## config.mk

```make
export PLATFORM = sky130hd
export DESIGN_NAME = lsu_ctrl_flat
export DESIGN_NICKNAME = d
export VERILOG_FILES = /design/src/rtl/lsu_ctrl_pkg.sv /design/src/rtl/lsu_ctrl_if.sv /design/src/rtl/lsu_align.sv /design/src/rtl/lsu_ctrl.sv /design/src/flat_wrapper.sv
export SDC_FILE = /design/constraint.sdc
export NUM_CORES = 1
export LEC_CHECK = 0
export CAP_MARGIN = 20
export CORE_MARGIN = 3
export CORE_UTILIZATION = 40
export CTS_BUF_LIST = sky130_fd_sc_hd__clkbuf_8
export DETAILED_ROUTE_END_ITERATION = 10
export PLACE_DENSITY = 0.86
export SYNTH_ARGS = -nofsm -noshare
export SYNTH_HDL_FRONTEND = slang
export SYNTH_SLANG_ARGS = --single-unit
```

## constraint.sdc

```tcl
create_clock -name clk -period 2.5 [get_ports clk]
set_input_delay 0.375 -clock clk [delete_from_list [all_inputs] [get_ports clk]]
set_output_delay 0.375 -clock clk [all_outputs]
set_load 0.005 [all_outputs]
```

## src/rtl/lsu_ctrl_pkg.sv

```systemverilog
// Shared definitions for the load/store unit: funct3 codes, FSM state
// encoding, and the byte/half lane helpers used by lsu_align.
package lsu_ctrl_pkg;

    // Load funct3 codes
    localparam logic [2:0] F_LB  = 3'b000;
    localparam logic [2:0] F_LH  = 3'b001;
    localparam logic [2:0] F_LW  = 3'b010;
    localparam logic [2:0] F_LBU = 3'b100;
    localparam logic [2:0] F_LHU = 3'b101;

    // Store funct3 codes
    localparam logic [2:0] F_SB  = 3'b000;
    localparam logic [2:0] F_SH  = 3'b001;
    localparam logic [2:0] F_SW  = 3'b010;

    typedef enum logic [2:0] {
        ST_IDLE,
        ST_RD,
        ST_RD_DATA,
        ST_WR,
        ST_RMW_RD,
        ST_RMW_WR,
        ST_ERR
    } lsu_state_t;

    // Pick the addressed lane out of a little-endian word and extend it.
    function automatic logic [31:0] load_extract(input logic [31:0] word,
                                                 input logic [2:0]  funct,
                                                 input logic [1:0]  off);
        logic [7:0]  b;
        logic [15:0] h;
        logic [31:0] r;
        b = word[{off, 3'b000} +: 8];
        h = off[1] ? word[31:16] : word[15:0];
        case (funct)
            F_LB:    r = {{24{b[7]}}, b};
            F_LH:    r = {{16{h[15]}}, h};
            F_LW:    r = word;
            F_LBU:   r = {24'h000000, b};
            F_LHU:   r = {16'h0000, h};
            default: r = 32'h0000_0000;
        endcase
        return r;
    endfunction

    // Replace the addressed byte/half of a freshly read word with store data.
    function automatic logic [31:0] store_merge(input logic [31:0] word,
                                                input logic [15:0] data,
                                                input logic [2:0]  funct,
                                                input logic [1:0]  off);
        logic [31:0] r;
        r = word;
        case (funct)
            F_SB: r[{off, 3'b000} +: 8] = data[7:0];
            F_SH: begin
                if (off[1]) r[31:16] = data;
                else        r[15:0]  = data;
            end
            default: r = word;
        endcase
        return r;
    endfunction

    // Misaligned halfword/word, or a funct3 with no defined access.
    function automatic logic access_error(input logic       we,
                                          input logic [2:0] funct,
                                          input logic [1:0] off);
        logic illegal;
        logic mis;
        illegal = we ? (funct > 3'b010)
                     : ((funct == 3'b011) || (funct[2:1] == 2'b11));
        mis     = ((funct[1:0] == 2'b01) && off[0]) ||
                  ((funct[1:0] == 2'b10) && (off != 2'b00));
        return illegal | mis;
    endfunction

endpackage

```

## src/rtl/lsu_ctrl_if.sv

```systemverilog
// Pipeline-side request/response bundle of the load/store unit.
// master = MEM stage, slave = lsu_ctrl.
interface lsu_ctrl_if;
    logic        req_valid;
    logic        req_ready;
    logic        req_we;
    logic [2:0]  req_funct;
    logic [31:0] req_addr;
    logic [31:0] req_wdata;
    logic        resp_valid;
    logic        resp_err;
    logic [31:0] resp_rdata;

    modport master (
        output req_valid, req_we, req_funct, req_addr, req_wdata,
        input  req_ready, resp_valid, resp_err, resp_rdata
    );

    modport slave (
        input  req_valid, req_we, req_funct, req_addr, req_wdata,
        output req_ready, resp_valid, resp_err, resp_rdata
    );
endinterface

```

## src/rtl/lsu_align.sv

```systemverilog
// Combinational datapath of the load/store unit: access check on the
// incoming request, load extract/extend and store merge on the latched op.
// With LSU_BYTE_STROBE_EN defined it also produces lane-replicated store
// data and the matching byte strobe.
module lsu_align
    import lsu_ctrl_pkg::*;
(
    input  logic        chk_we,
    input  logic [2:0]  chk_funct,
    input  logic [1:0]  chk_off,
    output logic        chk_err,
    input  logic [2:0]  op_funct,
    input  logic [1:0]  op_off,
    input  logic [31:0] rdata,
    input  logic [15:0] wdata,
    output logic [31:0] load_data,
    output logic [31:0] merge_data
`ifdef LSU_BYTE_STROBE_EN
    ,
    output logic [31:0] repl_data,
    output logic [3:0]  wstrb
`endif
);

    // Check, extract and merge are pure functions of the inputs.
    always_comb begin
        chk_err    = access_error(chk_we, chk_funct, chk_off);
        load_data  = load_extract(rdata, op_funct, op_off);
        merge_data = store_merge(rdata, wdata, op_funct, op_off);
    end

`ifdef LSU_BYTE_STROBE_EN
    // Replicate the sub-word across all lanes; the strobe picks the lane.
    always_comb begin
        repl_data = 32'h0000_0000;
        wstrb     = 4'b1111;
        case (op_funct)
            F_SB: begin
                repl_data = {4{wdata[7:0]}};
                wstrb     = 4'b0001 << op_off;
            end
            F_SH: begin
                repl_data = {2{wdata}};
                wstrb     = op_off[1] ? 4'b1100 : 4'b0011;
            end
            default: begin
                repl_data = 32'h0000_0000;
                wstrb     = 4'b1111;
            end
        endcase
    end
`endif

endmodule

```

## src/rtl/lsu_ctrl.sv

```systemverilog
// Load/store unit controller in front of a synchronous-read data RAM.
// Optional build macro: LSU_BYTE_STROBE_EN (adds mem_wstrb, sub-word
// stores become single-cycle strobed writes instead of read-modify-write).
//
// state      | meaning
// -----------+---------------------------------------------------------
// ST_IDLE    | ready for a request
// ST_RD      | load: RAM read issued
// ST_RD_DATA | load: RAM data back, extended result returned
// ST_WR      | single-cycle write (SW, or SB/SH with byte strobes)
// ST_RMW_RD  | SB/SH: read the target word
// ST_RMW_WR  | SB/SH: write the merged word back
// ST_ERR     | misaligned or illegal funct, error response
module lsu_ctrl
    import lsu_ctrl_pkg::*;
#(
    parameter int ADDR_W = 10
) (
    input  logic              clk,
    input  logic              reset,
    lsu_ctrl_if.slave         lsu,
    output logic              mem_en,
    output logic              mem_we,
    output logic [ADDR_W-1:0] mem_addr,
    output logic [31:0]       mem_wdata,
    input  logic [31:0]       mem_rdata
`ifdef LSU_BYTE_STROBE_EN
    ,
    output logic [3:0]        mem_wstrb
`endif
);

    lsu_state_t        state;
    lsu_state_t        state_nx;
    logic [2:0]        funct_q;
    logic [ADDR_W+1:0] addr_q;
    logic [31:0]       wdata_q;
    logic              accept;
    logic              chk_err;
    logic [31:0]       load_data;
    logic [31:0]       merge_data;
    logic              addr_hi_unused;
`ifdef LSU_BYTE_STROBE_EN
    logic [31:0]       repl_data;
    logic [3:0]        strb;
`endif

    // Bytes above the RAM window do not take part in the access.
    assign addr_hi_unused = ^lsu.req_addr[31:ADDR_W+2];

    assign accept   = (state == ST_IDLE) && lsu.req_valid;
    // Address comes from the latch so it stays put across both RMW cycles.
    assign mem_addr = addr_q[ADDR_W+1:2];

    lsu_align u_align (
        .chk_we     (lsu.req_we),
        .chk_funct  (lsu.req_funct),
        .chk_off    (lsu.req_addr[1:0]),
        .chk_err    (chk_err),
        .op_funct   (funct_q),
        .op_off     (addr_q[1:0]),
        .rdata      (mem_rdata),
        .wdata      (wdata_q[15:0]),
        .load_data  (load_data),
        .merge_data (merge_data)
`ifdef LSU_BYTE_STROBE_EN
        ,
        .repl_data  (repl_data),
        .wstrb      (strb)
`endif
    );

    // State register; reset abandons any in-flight operation.
    always_ff @(posedge clk) begin
        if (!reset) state <= ST_IDLE;
        else        state <= state_nx;
    end

    // Capture the request operands on accept.
    always_ff @(posedge clk) begin
        if (!reset) begin
            funct_q <= 3'b000;
            addr_q  <= '0;
            wdata_q <= 32'h0000_0000;
        end else if (accept) begin
            funct_q <= lsu.req_funct;
            addr_q  <= lsu.req_addr[ADDR_W+1:0];
            wdata_q <= lsu.req_wdata;
        end
    end

    // Next-state decode and Moore outputs.
    always_comb begin
        state_nx       = state;
        lsu.req_ready  = 1'b0;
        lsu.resp_valid = 1'b0;
        lsu.resp_err   = 1'b0;
        lsu.resp_rdata = 32'h0000_0000;
        mem_en         = 1'b0;
        mem_we         = 1'b0;
        mem_wdata      = 32'h0000_0000;
`ifdef LSU_BYTE_STROBE_EN
        mem_wstrb      = 4'b0000;
`endif
        case (state)
            ST_IDLE: begin
                lsu.req_ready = 1'b1;
                if (lsu.req_valid) begin
                    if (chk_err)                  state_nx = ST_ERR;
                    else if (!lsu.req_we)         state_nx = ST_RD;
                    else if (lsu.req_funct == F_SW) state_nx = ST_WR;
                    else begin
`ifdef LSU_BYTE_STROBE_EN
                        state_nx = ST_WR;
`else
                        state_nx = ST_RMW_RD;
`endif
                    end
                end
            end
            ST_RD: begin
                mem_en   = 1'b1;
                state_nx = ST_RD_DATA;
            end
            ST_RD_DATA: begin
                lsu.resp_valid = 1'b1;
                lsu.resp_rdata = load_data;
                state_nx       = ST_IDLE;
            end
            ST_WR: begin
                mem_we         = 1'b1;
                lsu.resp_valid = 1'b1;
`ifdef LSU_BYTE_STROBE_EN
                mem_wdata      = (funct_q == F_SW) ? wdata_q : repl_data;
                mem_wstrb      = strb;
`else
                mem_wdata      = wdata_q;
`endif
                state_nx       = ST_IDLE;
            end
            ST_RMW_RD: begin
                mem_en   = 1'b1;
                state_nx = ST_RMW_WR;
            end
            ST_RMW_WR: begin
                mem_we         = 1'b1;
                mem_wdata      = merge_data;
                lsu.resp_valid = 1'b1;
`ifdef LSU_BYTE_STROBE_EN
                mem_wstrb      = 4'b1111;
`endif
                state_nx       = ST_IDLE;
            end
            ST_ERR: begin
                lsu.resp_valid = 1'b1;
                lsu.resp_err   = 1'b1;
                state_nx       = ST_IDLE;
            end
            default: state_nx = ST_IDLE;
        endcase
    end

endmodule

```

## src/flat_wrapper.sv

```systemverilog
// flat-port wrapper written by rule: the top's interface ports become plain ports
module lsu_ctrl_flat import lsu_ctrl_pkg::*;
#(
    parameter int ADDR_W = 10
)
  (clk, reset, mem_en, mem_we, mem_addr, mem_wdata, mem_rdata, lsu_req_valid, lsu_req_we, lsu_req_funct, lsu_req_addr, lsu_req_wdata, lsu_req_ready, lsu_resp_valid, lsu_resp_err, lsu_resp_rdata);
  lsu_ctrl_if lsu_i ();
  input  logic clk;
  input  logic reset;
  output logic mem_en;
  output logic mem_we;
  output logic [ADDR_W-1:0] mem_addr;
  output logic [31:0] mem_wdata;
  input  logic [31:0] mem_rdata;
  input wire logic [$bits(lsu_i.req_valid)-1:0] lsu_req_valid;
  input wire logic [$bits(lsu_i.req_we)-1:0] lsu_req_we;
  input wire logic [$bits(lsu_i.req_funct)-1:0] lsu_req_funct;
  input wire logic [$bits(lsu_i.req_addr)-1:0] lsu_req_addr;
  input wire logic [$bits(lsu_i.req_wdata)-1:0] lsu_req_wdata;
  output wire logic [$bits(lsu_i.req_ready)-1:0] lsu_req_ready;
  output wire logic [$bits(lsu_i.resp_valid)-1:0] lsu_resp_valid;
  output wire logic [$bits(lsu_i.resp_err)-1:0] lsu_resp_err;
  output wire logic [$bits(lsu_i.resp_rdata)-1:0] lsu_resp_rdata;
  assign lsu_i.req_valid = lsu_req_valid;
  assign lsu_i.req_we = lsu_req_we;
  assign lsu_i.req_funct = lsu_req_funct;
  assign lsu_i.req_addr = lsu_req_addr;
  assign lsu_i.req_wdata = lsu_req_wdata;
  assign lsu_req_ready = lsu_i.req_ready;
  assign lsu_resp_valid = lsu_i.resp_valid;
  assign lsu_resp_err = lsu_i.resp_err;
  assign lsu_resp_rdata = lsu_i.resp_rdata;
  lsu_ctrl #(.ADDR_W(ADDR_W)) u_core (.clk(clk), .reset(reset), .lsu(lsu_i), .mem_en(mem_en), .mem_we(mem_we), .mem_addr(mem_addr), .mem_wdata(mem_wdata), .mem_rdata(mem_rdata));
endmodule
```

==> results of run 1 <==
logic make-up (layout without fill, tap and decap cells):
kind of cell,count (synthesis),after routing,synth area share [%]
and+or+nand+nor,180,180,22.2
AOI/OAI and AO/OA,156,156,34.5
buffers and inverters,56,252,9.73
DFF,50,50,27.5
muxes,12,12,3.88
adders and majority gates,5,5,1.72
xor gates and xnor gates,2,2,0.481
worst reg2reg max path: stages (launching register included):
cell,delay [ns]
dfxtp_2,0.35
buf_4,0.14
buf_4,0.15
nor3_2,0.23
and2_1,0.15
buf_4,0.40
nand2_1,0.11
a21boi_0,0.21
state kept, by name, indices dropped and copies added, names as in the netlist:
signal,flops
u_core.addr_q,12
u_core.funct_q,3
u_core.state,3
u_core.wdata_q,32
synthesized netlist by cell type, types with 6 or more instances:
| master | count |
|---|---|
| buf_2 | 12 |
| a32oi_1 | 10 |
| a21boi_0 | 41 |
| o21ai_0 | 11 |
| clkbuf_1 | 14 |
| nor2b_1 | 10 |
| a22oi_1 | 15 |
| mux2_2 | 9 |
| a221o_1 | 16 |
| nor2_1 | 20 |
| a222oi_1 | 7 |
| buf_6 | 7 |
| a22o_1 | 8 |
| buf_4 | 16 |
| dfxtp_1 | 50 |
| nand2_1 | 124 |
| a21oi_1 | 9 |
| a21boi_1 | 6 |
| a21oi_2 | 19 |
cells in the final DEF (no fill, tap or decap), types with 2 or more instances in the layout:
| master | instances |
|---|---|
| nand2_1 | 123 |
| clkdlybuf4s50_1 | 98 |
| buf_4 | 60 |
| dfxtp_1 | 43 |
| a21boi_0 | 41 |
| dlygate4sd2_1 | 26 |
| nor2_1 | 20 |
| a21oi_2 | 19 |
| clkbuf_2 | 18 |
| a221o_1 | 16 |
| a22oi_1 | 15 |
| dlymetal6s2s_1 | 13 |
| buf_6 | 11 |
| a32oi_1 | 10 |
| mux2_2 | 9 |
| a21oi_1 | 9 |
| a22o_1 | 8 |
| o21ai_1 | 7 |
| a222oi_1 | 7 |
| a21boi_1 | 6 |
| nor2b_1 | 5 |
| clkbuf_8 | 5 |
| dfxtp_4 | 5 |
| nor2b_4 | 4 |
| o21ai_0 | 4 |
| buf_12 | 4 |
| inv_1 | 3 |
| ha_1 | 3 |
| clkdlybuf4s15_1 | 3 |
| buf_2 | 3 |
| o21ai_2 | 2 |
| xnor2_1 | 2 |
| mux2_4 | 2 |
| inv_4 | 2 |
| bufinv_16 | 2 |
| dfxtp_2 | 2 |
per-stage QoR:
step	std cells	hold slack (ns)	area [µm²]	TNS [ns]
after detailed placement	722	0.458	5410	-3.43
after global placement	722	0.448	5410	-2.71
final	765	0.465	5970	-0.0497
after floorplan	461	0.435	3640	0
after global routing	765	0.484	5970	-0.761
after CTS	753	0.470	5880	-0.535
routing by layer:
metal  global-route usage (%)  up-vias  routed length, µm
met1                     33.1     2006               5590
met5                        0        -                  0
met4                     8.90        0                416
li1                         -     2045                  -
met2                     42.1      245               6430
met3                     5.58       30               1480
final timing paths:
path | end | cells past startpoint | slack (ns) | start
worst min register to register | u_core.addr_q[7] | 2 | 0.46 | u_core.addr_q[7]
worst max register to register | u_core.wdata_q[8] | 7 | 0.68 | u_core.state[0]
worst min-delay path | u_core.addr_q[7] | 2 | 0.46 | u_core.addr_q[7]
worst max-delay path | lsu_resp_rdata[7] | 6 | -0.02 | u_core.funct_q[2]
power breakdown:
| group | total [mW] | internal [mW] | switching (mW) |
|---|---|---|---|
| combinational | 1.09 | 0.588 | 0.499 |
| clock | 0.675 | 0.401 | 0.274 |
| sequential | 0.949 | 0.870 | 0.0785 |
| total | 2.71 | 1.86 | 0.851 |
area by class of cell:
type	count	area share, %
Clock inverter	3	1.15
Multi-Input combinational cell	355	40.8
Timing Repair Buffer	238	37.0
Inverter	6	0.461
Clock buffer	5	1.15
Sequential cell	50	17.1
Tap cell	108	2.26
what timing repair did:
action / CTS / global route
gates cloned: 2 / 0
setup buffers: 21 / 14
setup endpoints to repair: 64 / 43
gates resized for setup: 114 / 69
pin swaps: 10 / 14
==> flow_summary_export.csv, run 1 <==
group,metric,value,unit
status,outcome,"complete, but fails checks",
status,violations,"setup timing",
place,pre_cts_ws,-0.238,ns
floorplan,die_w,101,µm
clocking,clk_pin_slew,0.09,ns
worst_setup_path,endpoint_kind,"output port",
yosys,postSynthAreaPerCell,7.90,µm²
power_and_ir_drop,ir_worst_vdd,422,µV
power_and_ir_drop,leakagePower,2.57,nW
clocking,tritoncts,"yes",
yosys,synth_cell_type_count,60,
yosys,yosys.area.top_type,"dfxtp_1",
clocking,clkLatencyLatePin,0.31,ns
cells_and_area,layout.nets,764,
power_and_ir_drop,power_density,454,nW/µm²
clocking,cts_buffer_depth,2,
cells_and_area,nFillCells,712,
yosys,synth_edf_count,0,
cells_and_area,drive_above_1_share,27.4,%
cells_and_area,multi_input_area,2440,µm²
yosys,syn-num-nets,569,
sta,period_minus_slack,2.52,ns
yosys,synth_top_flop_cell,"dfxtp_1",
clocking,hold_buffers,0,
routing,via_per_inst,5.65,
worst_setup_path,worst-path-buf-inv,2,
grt,gr-usage-all-layers,25.6,%
cells_and_area,seqCellArea,1020,µm²
sta,hold_violations,0,
grt,grt_overflow_total,0,
routing,drt_wl_total,13900,µm
place,dp_hpwl,10300,µm
place,gp_congestion,0.932,
routing,wl_per_cell,18.2,µm
sta,fin_crit_sh,101,%
clocking,htree_levels,2,
worst_setup_path,crit_slowest_cell,"clkdlybuf4s50_1",
yosys,yosysSeqAreaShare,27.5,%
yosys,ys_ff_latch,50,
routing,route.detailed.drc,0,
clocking,numCtsBuffers,5,
clocking,cts_sinks,50,
cells_and_area,area_growth,64.0,%
sta,skew,0.0108,ns
yosys,async_reset_ff_share,0,%
grt,grt_max_degree,48,
floorplan,fp.dieH,101,µm
sta,slew_viol_final,0,
worst_setup_path,worst_ep_arrival_time,2.15,ns
sta,worst_slack,-0.0213,ns
grt,grt_pass1_vias,4085,
floorplan,start_util,41.5,%
yosys,ys.warnings.count,0,
cells_and_area,fin_util,68.1,%
floorplan,boundaryPins,182,
worst_setup_path,path_class,"reg -> out",
routing,via_count,4326,
worst_setup_path,max_stage_delay,0.52,ns
hold_path,worstHoldPathType,"reg -> reg",
flow_run,maxCapViolCount,0,
floorplan,rows,34,
yosys,synthesis.area,3640,µm²
worst_setup_path,cp_top_family,"buffers and inverters",
yosys,synth_area_leaders,"dfxtp_1 (28%), nand2_1 (13%), a21boi_0 (8.5%)",
worst_setup_path,cp_cell_sequence,"buf_4, nor3b_4, o21bai_4, a22oi_1, a21oi_1, clkdlybuf4s50_1",
worst_setup_path,crit_required,2.12,ns
sta,grt_setup_unrepaired,"yes",
floorplan,fp.coreArea,8760,µm²
routing,dr.pass1.iters,6,
worst_setup_path,cp-start-kind,"register",
power_and_ir_drop,p_total,2.71,mW
routing,dr.first_iter.drc_count,386,
sta,worstMarginPinSlew,0.477,ns
sta,slew_headroom,68.2,%
yosys,synthCells,461,
worst_setup_path,cp_max_fo,8,
floorplan,die_area,10300,µm²
cells_and_area,n_antenna_cell,0,
clocking,clock-root-buffer,"clkbuf_8",
grt,grt_pass1_wl,20900,µm
yosys,synth_top_cell_area_share,27.5,%
place,placement.io_buffers,161,
sta,setup_viol,6,
grt,antenna_found_initial,0,
sta,fmax,0.397,GHz
routing,ant_nets,0,
Note: power is estimated with default switching activity, not from simulation.
==> run 2: changes to the inputs <==
==> constraint.sdc (replaced) <==
create_clock -name clk -period 3.3 [get_ports clk]
set_input_delay 0.495 -clock clk [delete_from_list [all_inputs] [get_ports clk]]
set_output_delay 0.495 -clock clk [all_outputs]
set_load 0.005 [all_outputs]
==> flow_summary_export.csv, run 2 (same netlist as run 1, synthesis figures left out) <==
group,metric,value,unit
hold_path,min_from,"u_core.addr_q[2]",
grt,grt_pass1_vias,3880,
clocking,post_cts_buffers,0,
sta,period_minus_slack,3.14,ns
floorplan,start_util,41.5,%
clocking,clkLatencyLatePin,0.30,ns
sta,worst_slack,0.158,ns
sta,skew,0.0118,ns
place,dp.cells,693,
sta,slew_viol_final,0,
sta,setup_viol,0,
worst_setup_path,path_class,"reg -> out",
grt,grt_max_degree,48,
routing,wl_per_cell,18.3,µm
hold_path,worstHoldPathType,"reg -> reg",
cells_and_area,largest_reg_flops,32,
flow_run,maxCapViolCount,0,
cells_and_area,regMostFlops,"u_core.wdata_q",
worst_setup_path,endpoint_kind,"output port",
routing,route.detailed.drc,0,
sta,fin_crit_sh,95.2,%
power_and_ir_drop,ir_worst_vdd,314,µV
clocking,cts_buffer_depth,2,
cells_and_area,area_growth,44.5,%
cells_and_area,mostFrequentLayoutCells,"clkdlybuf4s50_1 (161), nand2_1 (124), dfxtp_1 (50)",
cells_and_area,drive_above_1_share,11.1,%
clocking,clock-root-buffer,"clkbuf_8",
place,gp_congestion,0.898,
worst_setup_path,startpoint,"u_core.state[0]",
cells_and_area,layout.nets,700,
sta,slew_headroom,56.6,%
floorplan,rows,34,
routing,via_per_inst,5.71,
routing,ant_nets,0,
power_and_ir_drop,leakagePower,1.80,nW
clocking,tritoncts,"yes",
status,outcome,"completed",
grt,grt_overflow_total,0,
worst_setup_path,crit_required,2.80,ns
worst_setup_path,cp-start-kind,"register",
floorplan,die_w,101,µm
grt,grt_pass1_wl,19800,µm
routing,via_count,4002,
clocking,numCtsBuffers,5,
sta,final.setup.tns,0,ns
place,placement.io_buffers,161,
floorplan,boundaryPins,182,
cells_and_area,n_antenna_cell,0,
grt,gr-usage-all-layers,24.0,%
clocking,htree_levels,2,
sta,grt_setup_unrepaired,"no",
place,pre_cts_ws,0.145,ns
floorplan,fp.dieH,101,µm
clocking,cts_sinks,50,
floorplan,fp.coreArea,8760,µm²
grt,antenna_found_initial,0,
sta,worstMarginPinSlew,0.650,ns
routing,dr.first_iter.drc_count,298,
clocking,clk_pin_slew,0.09,ns
sta,fmax,0.318,GHz
cells_and_area,final_common_cell,"clkdlybuf4s50_1",
place,dp_hpwl,10200,µm
sta,hold_violations,0,
worst_setup_path,crit-reg2reg-launch,"u_core.state[0]",
worst_setup_path,worst_ep_arrival_time,2.65,ns
cells_and_area,fin_cells,701,
floorplan,die_area,10300,µm²
power_and_ir_drop,power_density,331,nW/µm²
worst_setup_path,cp_max_fo,11,
cells_and_area,reg_top3,"u_core.wdata_q (32), u_core.addr_q (12)",
routing,drt_wl_total,12800,µm
routing,dr.pass1.iters,6,
==> run 2: final timing paths <==
| kind | to | slack (ns) | cells past startpoint |
|---|---|---|---|
| worst max-delay path | mem_wdata[9] | 0.16 | 5 |
| worst min-delay path | u_core.addr_q[2] | 0.46 | 2 |
| worst max register to register | u_core.wdata_q[20] | 1.47 | 5 |
| worst min register to register | u_core.addr_q[2] | 0.46 | 2 |
==> run 2: final cells by class <==
type,instances,area [µm²]
sequential,50,1000
multi-input combinational,355,2290
tap,108,135
clock inverter,2,16.3
timing repair buffer,174,1710
clock buffer,6,82.6
inverter,6,22.5
fill,790,3500
==> run 2: critical path, stage by stage (launching register included) <==
cell	delay, ns
dfxtp_1	0.55
nand2_2	0.10
or2_4	0.31
o41ai_4	0.55
a221o_1	0.30
clkdlybuf4s50_1	0.53
==> run 2: where the power goes <==
part / leakage [nW] / internal (mW) / total (mW) / switching [mW]
clock network: 0.0478 / 0.173 / 0.381 / 0.208
registers: 0.410 / 0.658 / 0.724 / 0.0654
logic: 1.34 / 0.321 / 0.636 / 0.315
==> run 2: stage by stage <==
stage | hold slack, ns | area (µm²) | utilization (%) | total power [mW]
after floorplan | 0.435 | 3640 | - | 1.09
after global placement | 0.448 | 5150 | 58.8 | 1.35
after detailed placement | 0.453 | 5150 | 58.8 | 1.37
after CTS | 0.465 | 5250 | 59.9 | 1.75
after global routing | 0.479 | 5260 | 60.0 | 1.85
final | 0.462 | 5260 | 60.0 | 1.74
==> run 2: layer usage <==
layer / GRT usage [%] / share of wire, %
met1: 30.0 / 39
met2: 40.9 / 46
met3: 5.51 / 12
met4: 7.77 / 2.7
met5: 0 / 0
==> run 2: repair_timing <==
item	CTS	global route
gates resized for setup	0	1
setup endpoints to repair	0	6
hold buffers	0	0
==> run 3: changes to the inputs <==
--- a/config.mk
+++ b/config.mk
@@ -6,7 +6,8 @@
 export NUM_CORES = 1
 export LEC_CHECK = 0
 export CAP_MARGIN = 20
-export CORE_MARGIN = 3
+export CORE_ASPECT_RATIO = 1.5
+export CORE_MARGIN = 2
 export CORE_UTILIZATION = 40
 export CTS_BUF_LIST = sky130_fd_sc_hd__clkbuf_8
 export DETAILED_ROUTE_END_ITERATION = 10
==> flow_summary_export.csv, run 3 (same netlist as run 1, synthesis figures left out) <==
group,metric,value,unit
grt,grt_max_degree,40,
sta,slew_headroom,39.4,%
cells_and_area,mostFrequentLayoutCells,"clkdlybuf4s50_1 (161), nand2_1 (124), dfxtp_1 (48)",
floorplan,boundaryPins,182,
sta,fin_crit_sh,96.1,%
routing,via_count,3979,
cells_and_area,drive_above_1_share,11.3,%
grt,gr-usage-all-layers,24.7,%
routing,dr.pass1.iters,5,
floorplan,die_area,9890,µm²
place,placement.io_buffers,161,
grt,grt_overflow_total,0,
grt,grt_pass1_vias,3853,
routing,drt_wl_total,12500,µm
routing,wl_per_cell,17.9,µm
clocking,clkLatencyLatePin,0.31,ns
clocking,clk_pin_slew,0.11,ns
routing,dr.first_iter.drc_count,344,
worst_setup_path,path_class,"reg -> out",
clocking,htree_levels,2,
power_and_ir_drop,ir_worst_vdd,317,µV
cells_and_area,largest_reg_flops,32,
sta,worstMarginPinSlew,0.906,ns
power_and_ir_drop,p_total,1.73,mW
sta,grt_setup_unrepaired,"no",
floorplan,fp.coreArea,8830,µm²
power_and_ir_drop,power_density,330,nW/µm²
sta,slew_viol_final,0,
sta,final.setup.tns,0,ns
clocking,hold_buffers,0,
floorplan,die_w,81.9,µm
worst_setup_path,worst_ep_arrival_time,2.68,ns
hold_path,worstHoldPathType,"reg -> reg",
clocking,numCtsBuffers,5,
clocking,clock-root-buffer,"clkbuf_8",
cells_and_area,final_common_cell,"clkdlybuf4s50_1",
flow_run,maxCapViolCount,0,
routing,route.detailed.drc,0,
worst_setup_path,cp_max_fo,10,
clocking,post_cts_buffers,0,
floorplan,fp.dieH,121,µm
place,gp_congestion,0.915,
clocking,tritoncts,"yes",
routing,via_per_inst,5.68,
worst_setup_path,endpoint_kind,"output port",
routing,ant_nets,0,
clocking,cts_sinks,50,
worst_setup_path,cp-start-kind,"register",
worst_setup_path,crit_required,2.80,ns
floorplan,rows,42,
sta,setup_viol,0,
grt,antenna_found_initial,0,
cells_and_area,reg_top3,"u_core.wdata_q (32), u_core.addr_q (12)",
power_and_ir_drop,leakagePower,1.79,nW
sta,period_minus_slack,3.17,ns
clocking,cts_buffer_depth,2,
grt,grt_pass1_wl,19000,µm
cells_and_area,area_growth,44.0,%
status,outcome,"completed",
cells_and_area,layout.nets,698,
cells_and_area,n_antenna_cell,0,
floorplan,start_util,41.2,%
sta,fmax,0.315,GHz
place,dp_hpwl,10000,µm
sta,skew,0.0105,ns
sta,whs,0.472,ns
cells_and_area,regMostFlops,"u_core.wdata_q",
sta,hold_violations,0,
[run 3: layer usage]
metal  share of wire [%]  up-vias  global-route usage, %  routed length (µm)
li1                    -     1902                      -                   -
met1                  36     1836                   27.3                4570
met2                  52      203                   44.1                6450
met3                 8.0       38                   4.25                1010
met4                 4.0        0                   12.1                 501
met5                   0        -                      0                   0
[run 3: final timing paths]
| check | from | endpoint | slack (ns) | depth (start not counted) |
|---|---|---|---|---|
| worst min-delay path | u_core.wdata_q[28] | u_core.wdata_q[28] | 0.47 | 2 |
| worst max-delay path | u_core.addr_q[0] | mem_wdata[10] | 0.13 | 7 |
| worst max register to register | u_core.state[0] | u_core.wdata_q[6] | 1.42 | 5 |
| worst min register to register | u_core.wdata_q[28] | u_core.wdata_q[28] | 0.47 | 2 |
[run 3: repair_timing]
action,in CTS,in global routing
pin swaps,0,1
resized for setup,1,2
endpoints found under the setup margin,6,36
[run 3: critical path, stage by stage (launching register included)]
cell             delay, ns
dfxtp_2               0.46
inv_1                 0.15
ha_1                  0.23
nor4_2                0.25
nand4_1               0.37
nor2_1                0.26
a221o_1               0.14
clkdlybuf4s50_1       0.51
[run 3: cell type report]
class,instances,area [µm²]
fillers,782,3590
multi-input cells,355,2290
repair buffers,172,1690
flip-flops and latches,50,1000
well taps,110,138
clock buffers,5,68.8
clock inverters,3,28.8
inverters,6,22.5
[run 3: stage by stage]
| step | utilization, % | cells | area (µm²) | worst slack (ns) |
|---|---|---|---|---|
| floorplan | - | 461 | 3640 | 1.25 |
| global placement | 58.2 | 693 | 5140 | 0.224 |
| detailed placement | 58.2 | 693 | 5140 | 0.177 |
| CTS | 59.3 | 701 | 5240 | 0.0251 |
| global route | 59.4 | 701 | 5240 | 0.00746 |
| finish | 59.4 | 701 | 5240 | 0.128 |
[run 3: where the power goes]
part	leakage, nW	total (mW)	internal (mW)	switching [mW]
Sequential	0.411	0.723	0.659	0.0642
Clock	0.0506	0.385	0.159	0.226
Combinational	1.33	0.624	0.317	0.307
Total	1.79	1.73	1.13	0.598
